`config.mk`:
```
export PLATFORM = sky130hd
export DESIGN_NAME = mux_n_reg
export DESIGN_NICKNAME = d
export VERILOG_FILES = /design/src/rtl/relprime_pkg.sv /design/src/rtl/skid_buf2.sv /design/src/rtl/mux_n_reg.sv
export SDC_FILE = /design/constraint.sdc
export NUM_CORES = 1
export LEC_CHECK = 0
export CORE_AREA = 2 2 82 84
export DETAILED_ROUTE_END_ITERATION = 16
export DIE_AREA = 0 0 84 86
export GPL_TIMING_DRIVEN = 0
export PLACE_DENSITY = 0.84
export SYNTH_ARGS = -nofsm -noshare
export SYNTH_HDL_FRONTEND = slang
export SYNTH_SLANG_ARGS = --single-unit
```
`constraint.sdc`:
```
create_clock -name CLK -period 2.7 [get_ports CLK]
set_input_delay 0.54 -clock CLK [delete_from_list [all_inputs] [get_ports CLK]]
set_output_delay 0.54 -clock CLK [all_outputs]
set_load 0.05 [all_outputs]
```
`src/rtl/relprime_pkg.sv`:
```
// Shared types and constants for the relPrime datapath select stages.
package relprime_pkg;

  typedef enum logic [1:0] {
    OCC_EMPTY = 2'd0,
    OCC_ONE   = 2'd1,
    OCC_FULL  = 2'd2
  } occ_e;

  localparam logic [15:0] MUX_DEFAULT = 16'd15;

endpackage

```
`src/rtl/skid_buf2.sv`:
```
// Two-entry FIFO-ordered skid buffer with valid/ready on both sides.
// Latency 1 cycle from accept to out_vld; in_rdy drops only when both entries are held.
module skid_buf2 #(
  parameter int W = 16
) (
  input  logic         clk,
  input  logic         rst,
  input  logic [W-1:0] in_dat,
  input  logic         in_vld,
  output logic         in_rdy,
  output logic [W-1:0] out_dat,
  output logic         out_vld,
  input  logic         out_rdy
);
  import relprime_pkg::*;

  occ_e         occ_q, occ_d;
  logic [W-1:0] main_q, skid_q;
  logic         load_main, main_from_skid, load_skid;
  logic         acc, dlv;

  // Handshake outputs depend on registered occupancy only, never on out_rdy.
  assign in_rdy  = (occ_q != OCC_FULL);
  assign out_vld = (occ_q != OCC_EMPTY);
  assign out_dat = main_q;

  assign acc = in_vld && in_rdy;
  assign dlv = out_vld && out_rdy;

  always_comb begin
    occ_d          = occ_q;
    load_main      = 1'b0;
    main_from_skid = 1'b0;
    load_skid      = 1'b0;
    case (occ_q)
      OCC_EMPTY: begin
        if (acc) begin
          load_main = 1'b1;
          occ_d     = OCC_ONE;
        end
      end
      OCC_ONE: begin
        if (acc && dlv) begin
          load_main = 1'b1;
        end else if (acc) begin
          load_skid = 1'b1;
          occ_d     = OCC_FULL;
        end else if (dlv) begin
          occ_d = OCC_EMPTY;
        end
      end
      OCC_FULL: begin
        if (dlv) begin
          main_from_skid = 1'b1;
          occ_d          = OCC_ONE;
        end
      end
      default: occ_d = OCC_EMPTY;
    endcase
  end

  always_ff @(posedge clk) begin
    if (rst) begin
      occ_q  <= OCC_EMPTY;
      main_q <= '0;
      skid_q <= '0;
    end else begin
      occ_q <= occ_d;
      if (main_from_skid)
        main_q <= skid_q;
      else if (load_main)
        main_q <= in_dat;
      if (load_skid)
        skid_q <= in_dat;
    end
  end

endmodule

```
`src/rtl/mux_n_reg.sv`:
```
// Registered N-way operand select with default for out-of-range selectors and a sticky error count.
// Latency 1 cycle; stalls via a 2-entry skid buffer, in_ready low only when both entries are full.
module mux_n_reg #(
  parameter int             N       = 6,
  parameter int             W       = 16,
  parameter int             SEL_W   = 3,
  parameter logic [W-1:0]   DEFAULT = W'(relprime_pkg::MUX_DEFAULT),
  parameter int             CNT_W   = 8
) (
  input  logic               CLK,
  input  logic               Reset,
  input  logic [N*W-1:0]     in_data,
  input  logic [SEL_W-1:0]   Selector,
  input  logic               in_valid,
  output logic               in_ready,
  output logic [W-1:0]       result,
  output logic               out_valid,
  input  logic               out_ready,
  output logic               bad_sel,
  output logic [CNT_W-1:0]   bad_count,
  input  logic               clear_err
);
  import relprime_pkg::*;

  localparam logic [CNT_W-1:0] CNT_MAX = '1;

  logic [W-1:0] sel_dat;
  logic         sel_hit;
  logic         accept;

  always_comb begin
    sel_dat = DEFAULT;
    sel_hit = 1'b0;
    for (int k = 0; k < N; k++) begin
      if (Selector == SEL_W'(k)) begin
        sel_dat = in_data[k*W +: W];
        sel_hit = 1'b1;
      end
    end
  end

  assign accept = in_valid && in_ready;

  skid_buf2 #(.W(W)) u_skid (
    .clk     (CLK),
    .rst     (Reset),
    .in_dat  (sel_dat),
    .in_vld  (in_valid),
    .in_rdy  (in_ready),
    .out_dat (result),
    .out_vld (out_valid),
    .out_rdy (out_ready)
  );

  // A clear wins over a same-cycle bad accept so software never loses a fresh zero.
  always_ff @(posedge CLK) begin
    if (Reset || clear_err) begin
      bad_sel   <= 1'b0;
      bad_count <= '0;
    end else if (accept && !sel_hit) begin
      bad_sel <= 1'b1;
      if (bad_count != CNT_MAX)
        bad_count <= bad_count + CNT_W'(1);
    end
  end

endmodule

```
==> metrics.yaml <==
route:
  vias: 2832
  finalWirelength_mm: 8.058
  drt_iter0_markers: 190
  drc: 0
  viasPerCell: 5.446
  first_pass_iters: 4
  ant_nets: 0
  wl_per_cell_um: 15.50
power_and_ir_drop:
  power.density_mw_per_mm2: 413.5
  power_leakage_nw: 1.593
  power_w: 0.001725
  vdd_drop_max_mv: 0.2963
place:
  dp_slack_ps: 282.7
  io_buffers: 127
  dp_hpwl_mm: 6.599
  place.gp.congestion: 0.8256
yosys:
  ys_ff_latch: 43
  synth_edf_count: 0
  netlist.top_cell.by_area: "dfxtp_1"
  synth_area_per_cell_um2: 8.730
  synth-seq-area-share_pct: 31.91
  ys.flop_type: "dfxtp_1"
  syn_inst: 309
  async_flop_share_pct: 0
  synth_top_area_share_pct: 31.91
  ys_warn_count: 0
  yosysUniqueCellTypes: 48
  netlist_area_mm2: 0.002698
  synth.area.top_cells: "dfxtp_1 (32%), nor2_1 (8.5%), mux4_2 (8.3%)"
  syn_nets: 414
timing:
  rsz0062_at_grt: "no"
  timing.final.hold_violations: 0
  period_share_pct: 86.61
  drv_slew: 0
  setup_viol_count_final: 0
  worst_slew_pin_slew_ps: 527.6
  worst_slack_ps: 361.4
  timing.fmax_mhz: 427.6
  fin_tns_setup_ps: 0
  slew_headroom_pct: 64.83
  period_minus_slack_ps: 2339
  skew_ps: 6.172
clock_network:
  numCtsBuffers: 5
  post-cts-setup-buffers: 0
  clk_latency_ps: 300
  ctsLongestPathBuffers: 2
  path_clk_slew_ps: 80
  cts_tree: "yes"
  cts-resized-gates: 0
  cts-root-buf: "clkbuf_8"
  clkSinkCount: 43
  htree_levels: 2
  hold_buffers: 0
critical_path:
  path_class: "register to primary output"
  cp.required_ps: 2160
  crit_path_end_kind: "primary output"
  startpoint_type: "register"
  cp.arrival_ps: 1800
  critPathMaxFanout: 6
flow_run:
  drv_cap: 0
layout:
  insertedDiodeCount: 0
  fillCellCount: 515
  syn_to_final_growth_pct: 54.64
  final_nets: 548
  drive_above_1_share_pct: 12.42
floorplanning:
  core_region_area_mm2: 0.006277
  die_w_um: 84
  dieArea_mm2: 0.007224
  rows: 29
  io_pins: 131
  start_util_pct: 42.97
  die_y_um: 86
global_routing:
  grt_usage_pct: 22.28
  gr-total-overflow: 0
  grt_pass1_wl_mm: 12.92
  antenna_found_initial: 0
  grt_max_degree: 14
  grt_pass1_vias: 2887
status:
  outcome: "finished, final reports clean"
min_path:
  hp-class: "register to register"
[cells by family (layout without fill, tap and decap cells)]
kind of cell | Yosys count | after routing | share of synthesized area (%)
flops | 43 | 43 | 31.91
simple gates | 134 | 134 | 23.66
buf+inv | 26 | 160 | 5.612
fa+ha+maj | 1 | 1 | 0.4637
mux | 30 | 30 | 16.56
xor+xnor | 6 | 6 | 1.948
compound gates | 69 | 69 | 19.85
[state kept, by name, summed over array words and instances (netlist names)]
register        flops
u_skid.skid_q      16
bad_sel             1
bad_count           8
u_skid.out_dat     16
u_skid.occ_q        2
[layout make-up]
class                   count  area (um^2)  area share (%)
plain buffers              23        140.1           3.359
well taps                  77        96.34           2.310
flip-flops and latches     43        860.8           20.64
clock inverters             2        37.54          0.8998
clock buffers               5        68.82           1.650
inverters                   3        11.26          0.2699
repair buffers            127         1271           30.47
multi-input cells         240         1685           40.40
[critical path, cell delays in order (launching register included)]
cell	delay [ps]
dfxtp_1	420
and2b_4	240
inv_1	50
clkdlybuf4s50_1	790
[through the flow]
step	hold WS, ps	instance area (um^2)	util (%)	cells
CTS	456.2	4172	66.45	520
global placement	438.8	4065	64.76	513
detailed placement	444.0	4065	64.76	513
floorplan	432.3	2698	-	309
global route	487.8	4172	66.45	520
finish	456.9	4172	66.45	520
[Yosys cell counts (3+ instances only)]
cell / number
nor2_1: 61
dfxtp_1: 43
nand2_1: 22
a21oi_1: 18
mux2i_1: 15
nand3b_1: 12
nor3_1: 12
mux4_2: 10
o21ai_0: 10
o41ai_2: 9
clkbuf_1: 8
o211ai_1: 8
buf_2: 6
nand2b_1: 6
xor2_1: 6
nand3_1: 5
a211oi_1: 4
buf_4: 4
buf_6: 4
o21ai_1: 4
o32ai_1: 4
mux2_2: 3
nand4_1: 3
or2_2: 3
[where the power goes]
group | leakage, nW | total (W) | switching, W | internal (W)
Clock | 0.0502 | 0.000491 | 0.000220 | 0.000270
Sequential | 0.351 | 0.000689 | 0.0000209 | 0.000668
Combinational | 1.19 | 0.000545 | 0.000265 | 0.000281
Total | 1.59 | 0.00173 | 0.000506 | 0.00122
[cells in the final DEF, fill, tap and decap left out, types with 9 or more instances in the layout]
cell,count
clkdlybuf4s50_1,127
nor2_1,61
dfxtp_1,43
nand2_1,22
a21oi_1,18
mux2i_1,15
nand3b_1,12
nor3_1,12
mux4_2,10
o21ai_0,10
o41ai_2,9
[worst paths after layout]
path	startpoint	endpoint	slack (ps)	cells past startpoint
worst max-delay path	u_skid.occ_q[0]	in_ready	360	3
worst max register to register	u_skid.occ_q[1]	u_skid.out_dat[15]	980	6
worst min register to register	u_skid.skid_q[1]	u_skid.skid_q[1]	460	2
worst min-delay path	u_skid.skid_q[1]	u_skid.skid_q[1]	460	2
[per-layer routing]
metal  up-vias  GRT usage, %  wire, um
met5         -             0         0
met4         0         6.158       163
met3        16         5.582       591
met2       137         41.89      4182
met1      1291         24.99      3121
li1       1388             -         -
Note: power is estimated with default switching activity, not from simulation.
